`config.mk`:
```
export PLATFORM = sky130hd
export DESIGN_NAME = msrv32_iadder_arbiter
export DESIGN_NICKNAME = d
export VERILOG_FILES = /design/src/rtl/msrv32_pkg.sv /design/src/rtl/msrv32_immediate_adder.sv /design/src/rtl/msrv32_iadder_arbiter.sv
export SDC_FILE = /design/constraint.sdc
export NUM_CORES = 1
export LEC_CHECK = 0
export BUFFER_PORTS_ARGS = -buffer_cell sky130_fd_sc_hd__buf_4
export CAP_MARGIN = 20
export CORE_UTILIZATION = 40
export DETAILED_ROUTE_END_ITERATION = 16
export MAX_ROUTING_LAYER = met4
export PLACE_DENSITY_LB_ADDON = 0.2
export SKIP_CTS_REPAIR_TIMING = 1
export SYNTH_ARGS = -nofsm -noshare
export SYNTH_HDL_FRONTEND = slang
export SYNTH_SLANG_ARGS = --single-unit
```
`constraint.sdc`:
```
create_clock -name clk_in -period 4.5 [get_ports clk_in]
set_input_delay 0.225 -clock clk_in [delete_from_list [all_inputs] [get_ports clk_in]]
set_output_delay 0.225 -clock clk_in [all_outputs]
set_load 0.03 [all_outputs]
```
`src/rtl/msrv32_pkg.sv`:
```
// Shared definitions for the msrv32 address-generation slice: response ids,
// load/store size encodings, the response record and the LS alignment rule.
package msrv32_pkg;

  localparam int XLEN = 32;

  localparam logic RESP_ID_BR = 1'b0;
  localparam logic RESP_ID_LS = 1'b1;

  localparam logic [1:0] LS_BYTE = 2'b00;
  localparam logic [1:0] LS_HALF = 2'b01;
  localparam logic [1:0] LS_WORD = 2'b10;

  typedef enum logic {
    ST_EMPTY = 1'b0,
    ST_FULL  = 1'b1
  } resp_state_t;

  typedef struct packed {
    logic            id;
    logic [XLEN-1:0] addr;
    logic            mis;
  } resp_t;

  // Reserved size 2'b11 is always reported as a fault.
  function automatic logic ls_misaligned(input logic [1:0] size, input logic [1:0] lsb);
    logic m;
    unique case (size)
      LS_BYTE: m = 1'b0;
      LS_HALF: m = lsb[0];
      LS_WORD: m = |lsb;
      default: m = 1'b1;
    endcase
    return m;
  endfunction

endpackage

```
`src/rtl/msrv32_immediate_adder.sv`:
```
// Base + immediate adder; base is rs1 when iadder_src_in is set, else the PC.
module msrv32_immediate_adder #(
  parameter int XLEN = 32
) (
  input  logic [XLEN-1:0] pc_in,
  input  logic [XLEN-1:0] rs_1_in,
  input  logic [XLEN-1:0] imm_in,
  input  logic            iadder_src_in,
  output logic [XLEN-1:0] iadder_out
);

  // Carry out is dropped: address wrap-around is legal.
  assign iadder_out = (iadder_src_in ? rs_1_in : pc_in) + imm_in;

endmodule

```
`src/rtl/msrv32_iadder_arbiter.sv`:
```
// Shares one immediate adder between the branch-target (BR) and load/store (LS)
// requesters, with a one-entry registered response tagged by the winner.
module msrv32_iadder_arbiter
  import msrv32_pkg::*;
#(
  parameter int XLEN       = 32,
  parameter bit FIXED_PRIO = 1'b0
) (
  input  logic            clk_in,
  input  logic            rst_in,
  input  logic            br_valid_in,
  output logic            br_ready_out,
  input  logic            br_src_in,
  input  logic            br_jalr_in,
  input  logic [XLEN-1:0] br_pc_in,
  input  logic [XLEN-1:0] br_rs_1_in,
  input  logic [XLEN-1:0] br_imm_in,
  input  logic            ls_valid_in,
  output logic            ls_ready_out,
  input  logic [XLEN-1:0] ls_rs_1_in,
  input  logic [XLEN-1:0] ls_imm_in,
  input  logic [1:0]      ls_size_in,
  output logic            resp_valid_out,
  input  logic            resp_ready_in,
  output logic            resp_id_out,
  output logic [XLEN-1:0] resp_addr_out,
  output logic            resp_misaligned_out
);

  resp_state_t     state;
  resp_t           resp_q, resp_d;
  logic            last_grant;
  logic            resp_free;
  logic            br_win, ls_win, accept;
  logic            add_src;
  logic [XLEN-1:0] add_rs_1, add_imm, sum;

  assign resp_free = (state == ST_EMPTY) || resp_ready_in;

  // Round-robin favours whoever did not win last; fixed priority always picks BR.
  always_comb begin
    br_win = 1'b0;
    ls_win = 1'b0;
    if (!rst_in && resp_free) begin
      if (br_valid_in && ls_valid_in) begin
        if (FIXED_PRIO || last_grant == RESP_ID_LS) br_win = 1'b1;
        else                                        ls_win = 1'b1;
      end else if (br_valid_in) begin
        br_win = 1'b1;
      end else if (ls_valid_in) begin
        ls_win = 1'b1;
      end
    end
  end

  assign br_ready_out = br_win;
  assign ls_ready_out = ls_win;
  assign accept       = br_win || ls_win;

  // LS always adds against rs1; BR chooses rs1 or PC.
  assign add_src  = ls_win ? 1'b1       : br_src_in;
  assign add_rs_1 = ls_win ? ls_rs_1_in : br_rs_1_in;
  assign add_imm  = ls_win ? ls_imm_in  : br_imm_in;

  msrv32_immediate_adder #(.XLEN(XLEN)) u_iadder (
    .pc_in         (br_pc_in),
    .rs_1_in       (add_rs_1),
    .imm_in        (add_imm),
    .iadder_src_in (add_src),
    .iadder_out    (sum)
  );

  always_comb begin
    resp_d = '0;
    if (ls_win) begin
      resp_d.id   = RESP_ID_LS;
      resp_d.addr = sum;
      resp_d.mis  = ls_misaligned(ls_size_in, sum[1:0]);
    end else begin
      resp_d.id   = RESP_ID_BR;
      resp_d.addr = br_jalr_in ? {sum[XLEN-1:1], 1'b0} : sum;
      // IALIGN=32: bit 0 is either cleared by JALR or ignored.
      resp_d.mis  = resp_d.addr[1];
    end
  end

  always_ff @(posedge clk_in) begin
    if (rst_in) begin
      state      <= ST_EMPTY;
      resp_q     <= '0;
      last_grant <= RESP_ID_LS;
    end else if (accept) begin
      state      <= ST_FULL;
      resp_q     <= resp_d;
      last_grant <= resp_d.id;
    end else if (resp_ready_in) begin
      state      <= ST_EMPTY;
    end
  end

  assign resp_valid_out      = (state == ST_FULL);
  assign resp_id_out         = resp_q.id;
  assign resp_addr_out       = resp_q.addr;
  assign resp_misaligned_out = resp_q.mis;

endmodule

```
## Yosys cells after proc, flatten, opt, wreduce, memory -nomap -nowiden

Index checks and enable logic that the tools add are counted.

- Flip-flop bits (word level): 36
- Bits in latches: 0
- RAM bits: 0
- Bits in read-only memories: 0
- Memories kept: 0

- $add $sub $neg: 1
- $mul: 0
- Div/mod/pow operators: 0
- $lt $le $gt $ge: 0
- Equality and inequality tests: 2
- Shift-type cells: 0
- Multiplexer cells: 18
- Bitwise operators: 1
- Reductions and logical operators: 8

Operator list:

| kind | count |
|---|---|
| $mux 32 | 3 |
| $mux 34 | 1 |
| $add 32x32->32 | 1 |
| $mux 1 | 13 |
| $pmux 1 s3 | 1 |
| $eq 2x1->1 const B | 1 |
| $eq 2x2->1 const B | 1 |
| $logic_and 1x1->1 | 2 |
| $logic_not 2->1 | 1 |
| $logic_or 1x1->1 | 2 |
| $reduce_bool 2->1 | 1 |
| $reduce_or 2->1 | 1 |
| $logic_not 1->1 | 1 |
| $not 1->1 | 1 |

## Logic depth before layout (Yosys ltp)

- Depth after elaboration: 10
- Gate-level depth with buffers: 18
- Mapped depth without buffers: 16

## By module

A second synthesis with hierarchy kept.

- Cells, all modules: 494
- Area total of the unflattened synthesis: 4062.6 sq um

Modules (own cells, without submodules):

| module | times used | cells each | area each (sq um) | sequential area each (sq um) |
|---|---|---|---|---|
| msrv32_iadder_arbiter | 1 | 240 | 2124.5 | 720.7 |
| msrv32_immediate_adder | 1 | 254 | 1938.1 | 0.0 |

## Worst setup path before layout

OpenSTA, ideal clock, no wires.

- Kind: register to register
- Start point: reg state (netlist: resp_valid_out)
- End point: reg resp_q (netlist bit resp_addr_out[30])
- Setup time: 120 ps
- Arrival time: 3765 ps
- Required time: 4380 ps
- Slack: 616 ps
- Cell stages (with the launch flop): 17
- Path buffers: 3
- Clock period less this slack: 3884 ps
- Cells stage by stage: dfxtp_1 -> nand2b_1 -> nor2b_1 -> and3_1 -> clkbuf_1 -> buf_2 -> buf_1 -> nand2_1 -> o21ai_0 -> ha_1 -> and4_1 -> and3_4 -> a2111oi_4 -> nor4b_4 -> o21bai_2 -> mux2i_1 -> a211o_1

- Longest elaborated chain between the ends: 8

RTL lines:

| element | RTL line | RTL |
|---|---|---|
| from (decl) | msrv32_iadder_arbiter.sv:30 | `resp_state_t state;` |
| from (signal assigned) | msrv32_iadder_arbiter.sv:89 | `state <= ST_EMPTY;` |
| from (signal assigned) | msrv32_iadder_arbiter.sv:93 | `state <= ST_FULL;` |
| from (signal assigned) | msrv32_iadder_arbiter.sv:97 | `state <= ST_EMPTY;` |
| $not 1->1 (*) | msrv32_iadder_arbiter.sv:38 | `assign resp_free = (state == ST_EMPTY) \|\| resp_ready_in;` |
| $logic_or 1x1->1 (*) | msrv32_iadder_arbiter.sv:38 |  |
| $logic_and 1x1->1 (*) | msrv32_iadder_arbiter.sv:44 | `if (!rst_in && resp_free) begin` |
| $mux 1 (*) | msrv32_iadder_arbiter.sv:44 |  |
| named net ls_ready_out | msrv32_iadder_arbiter.sv:19 | `output logic ls_ready_out,` |
| $mux 32 / $mux 1 (equally long branches) | msrv32_iadder_arbiter.sv:62, msrv32_iadder_arbiter.sv:61 |  |
| $mux 32 | msrv32_immediate_adder.sv:13 | `assign iadder_out = (iadder_src_in ? rs_1_in : pc_in) + imm_in;` |
| $add 32x32->32 | msrv32_immediate_adder.sv:13 |  |
| $mux 34 | msrv32_iadder_arbiter.sv:75 | `if (ls_win) begin` |
| to (signal assigned) | msrv32_iadder_arbiter.sv:94 | `resp_q <= resp_d;` |
| to (decl) | msrv32_iadder_arbiter.sv:31 | `resp_t resp_q, resp_d;` |

Mark *: on every way through the listed nets, which the timed path passes. The rest lies on a longest branch.
A chain may end at the register's enable or synchronous reset.

## Final worst setup path

- Start point: reg state (netlist: resp_valid_out)
- End point: reg resp_q (netlist bit resp_addr_out[31])

- Longest elaborated chain between the ends: 8

RTL lines:

| element | RTL line |
|---|---|
| $not 1->1 (*) | msrv32_iadder_arbiter.sv:38 |
| $logic_or 1x1->1 (*) | msrv32_iadder_arbiter.sv:38 |
| $logic_and 1x1->1 (*) | msrv32_iadder_arbiter.sv:44 |
| $mux 1 | msrv32_iadder_arbiter.sv:44 |
| $mux 32 / $mux 1 (equally long branches) | msrv32_iadder_arbiter.sv:62, msrv32_iadder_arbiter.sv:61 |
| $mux 32 | msrv32_immediate_adder.sv:13 |
| $add 32x32->32 | msrv32_immediate_adder.sv:13 |
| $mux 34 | msrv32_iadder_arbiter.sv:75 |

Every way passes the cells marked *; elsewhere a longest branch is shown, timed or not.

==> impl_metrics.tcl <==
set metrics [dict create \
    path_clk_slew_ns 0.08 \
    finalWorstSetupSlack_ns 0.409 \
    synth-compound-area-share 0.240 \
    finalSetupViolCount 0 \
    clockBufferDepth 2 \
    grt_setup_unrepaired "no" \
    start_util 0.417 \
    cp-start-kind "flop" \
    nets 923 \
    required_ns 4.67 \
    max_freq_mhz 244 \
    grt_max_degree 59 \
    finalHoldViolations 0 \
    status "complete, no violations" \
    ios 206 \
    grt.overflow.total 0 \
    p_leak_nw 2.74 \
    cp.arrival_ns 4.26 \
    path_common_cell "a21oi_1" \
    ys.flop_type "dfxtp_1" \
    gp_congestion 0.919 \
    synth_top_area_share 0.175 \
    routed_wl_mm 13.4 \
    slowest_stage "a2111oi_0" \
    grt_pass1_vias 4117 \
    port_buffers 205 \
    muxShareOfSynthArea 0.172 \
    vias 4565 \
    vdd_drop_max_mv 0.172 \
    drc 0 \
    worst_hold_slack_ns 0.324 \
    dp_hpwl_mm 10.7 \
    cts_tree "built" \
    crit_chain "nand2b_1, nor2b_4, and3_4, buf_4, mux2_2, ha_1, a21oi_1, o21ai_0, a21oi_1, nor3_1, a2111oi_0, o41ai_1, xnor2_1, o21ai_1" \
    antenna_left 0 \
    ys_warn_count 0 \
    syn-cell-area_um2 4110 \
    synth_top_family_by_area "compound AO/OA/AOI/OAI gates" \
    dr.pass1.iters 5 \
    dieArea_um2 10700 \
    drt-initial-drc-count 190 \
    synthAdderAreaFrac 0.0992 \
    die_h_um 103 \
    synth_seq_cells 36 \
    cts_buffers 5 \
    path_class "flop to flop" \
    synth_common_cells "nand2_1, o21ai_0, a21oi_1, dfxtp_1, mux2i_1" \
    power_mw 1.68 \
    syn_nets 741 \
    async_reset_ff_frac 0 \
    yosysSeqAreaShare 0.175 \
    track_usage 0.246 \
    p_per_area_nw_per_um2 288 \
    synth_top_cell_by_area "dfxtp_1" \
    avgRoutedWirePerCell_um 15.7 \
    area_growth_pct 42.3 \
    syn_inst 540 \
    synth_xor_area_frac 0.0511 \
    cp_max_fo 21 \
    htree_levels 2 \
    synth.most_common_cell "nand2_1" \
    grt_first_pass_wirelength_mm 19.8 \
    routed_via_density 5.33 \
    min_period_ns 4.09 \
    slew_headroom 0.410 \
    rows 36 \
    ys_types 56 \
    hold_depth 3 \
    avgSynthCellArea_um2 7.62 \
    synth_area_leaders "dfxtp_1, ha_1, mux2i_1" \
    fin_tns_setup_ns 0 \
    tightest_slew_ns 0.884 \
    antenna_cells 0 \
    post-place-ws_ns 0.230 \
    r2r_cells 14 \
    clock_latency_ns 0.28 \
    critPathMaxStageDelay_ns 0.42 \
    synth_edf_count 0 \
    cts_root_buf "clkbuf_8" \
    cap_violations 0 \
    core_um2 9860 \
    finClkSkew_ns 0.00595 \
    antenna_found_initial 0 \
    hp-class "primary input to flop" \
    layout-drive-gt1-share 0.361 \
    cts.sinks 36 \
    cp-end-kind "flop" \
    slew_viol_final 0 \
    synthSimpleGateAreaFrac 0.224 \
    finalCritPeriodShare 0.909 \
    die_w_um 103 \
]
==> routing by layer <==
metal / vias to the layer above / track usage / part of all wire
met2: 154 / 0.377 / 0.45
met3: 8 / 0.0161 / 0.044
li1: 2341 / - / -
met1: 2062 / 0.353 / 0.49
met5: - / - / 0
met4: 0 / 0.0563 / 0.0099
==> cell type report <==
cell class | instances | area (um^2)
clock buffers | 6 | 72.6
clock inverters | 2 | 35.0
fillers | 901 | 4010
well taps | 133 | 166
inverters | 6 | 22.5
repair buffers | 209 | 1570
flip-flops and latches | 36 | 721
multi-input cells | 464 | 3270
==> logic make-up (layout without fill, tap and decap cells) <==
kind of cell	after synthesis	after routing
muxes	67	67
buffers and inverters	41	223
and+or+nand+nor	182	183
xor gates and xnor gates	24	24
DFF	36	36
adders and majority gates	32	32
AOI/OAI and AO/OA	158	158
==> power by group <==
group	total, mW	leakage, nW	internal, mW	switching, mW
clock	0.282	0.0552	0.165	0.117
combinational	0.988	2.39	0.436	0.552
sequential	0.414	0.298	0.379	0.0344
total	1.68	2.74	0.980	0.704
==> cells in the final DEF (no fill, tap or decap), drive strengths merged, types with 5 or more instances in the layout <==
cell type,synthesis,routed
mux2,31,31
a21oi,43,43
o21a,5,5
inv,6,6
nand3,10,10
o21ai,57,57
and3,6,7
buf,6,209
nor3,6,6
xor2,10,10
nand4,9,9
dfxtp,36,36
nor2b,5,5
a21o,19,19
clkbuf,29,6
nor3b,5,5
nand3b,17,17
ha,31,31
nand2,76,76
xnor2,14,14
mux2i,36,36
nor2,30,30
==> state kept, by name, indices dropped and copies added (netlist names) <==
name,flops
resp_valid_out,1
last_grant,1
resp_addr_out,32
resp_misaligned_out,1
resp_id_out,1
==> per-stage QoR <==
step,cells,utilization,instance area (um^2)
floorplan,540,-,4110
global placement,847,0.581,5730
detailed placement,847,0.581,5730
CTS,855,0.592,5840
global route,856,0.593,5850
finish,856,0.593,5850
==> final timing paths <==
| kind | start | slack [ns] | endpoint |
|---|---|---|---|
| worst max-delay path | resp_valid_out | 0.41 | resp_addr_out[31] |
| worst min-delay path | resp_ready_in | 0.32 | resp_valid_out |
| worst max register to register | resp_valid_out | 0.41 | resp_addr_out[31] |
| worst min register to register | resp_addr_out[7] | 0.45 | resp_addr_out[7] |
==> worst max-delay path, delay by kind of cell, from the launching register on <==
kind	cells	cell delay, ns
AND/OR/NAND/NOR	4	0.89
XOR/XNOR	1	0.19
adder cells (fa/ha/maj)	1	0.41
buffers and inverters	1	0.30
AO/OA/AOI/OAI	6	1.46
flip-flops	1	0.31
multiplexers	1	0.39
(Power assumes the default switching activity.)
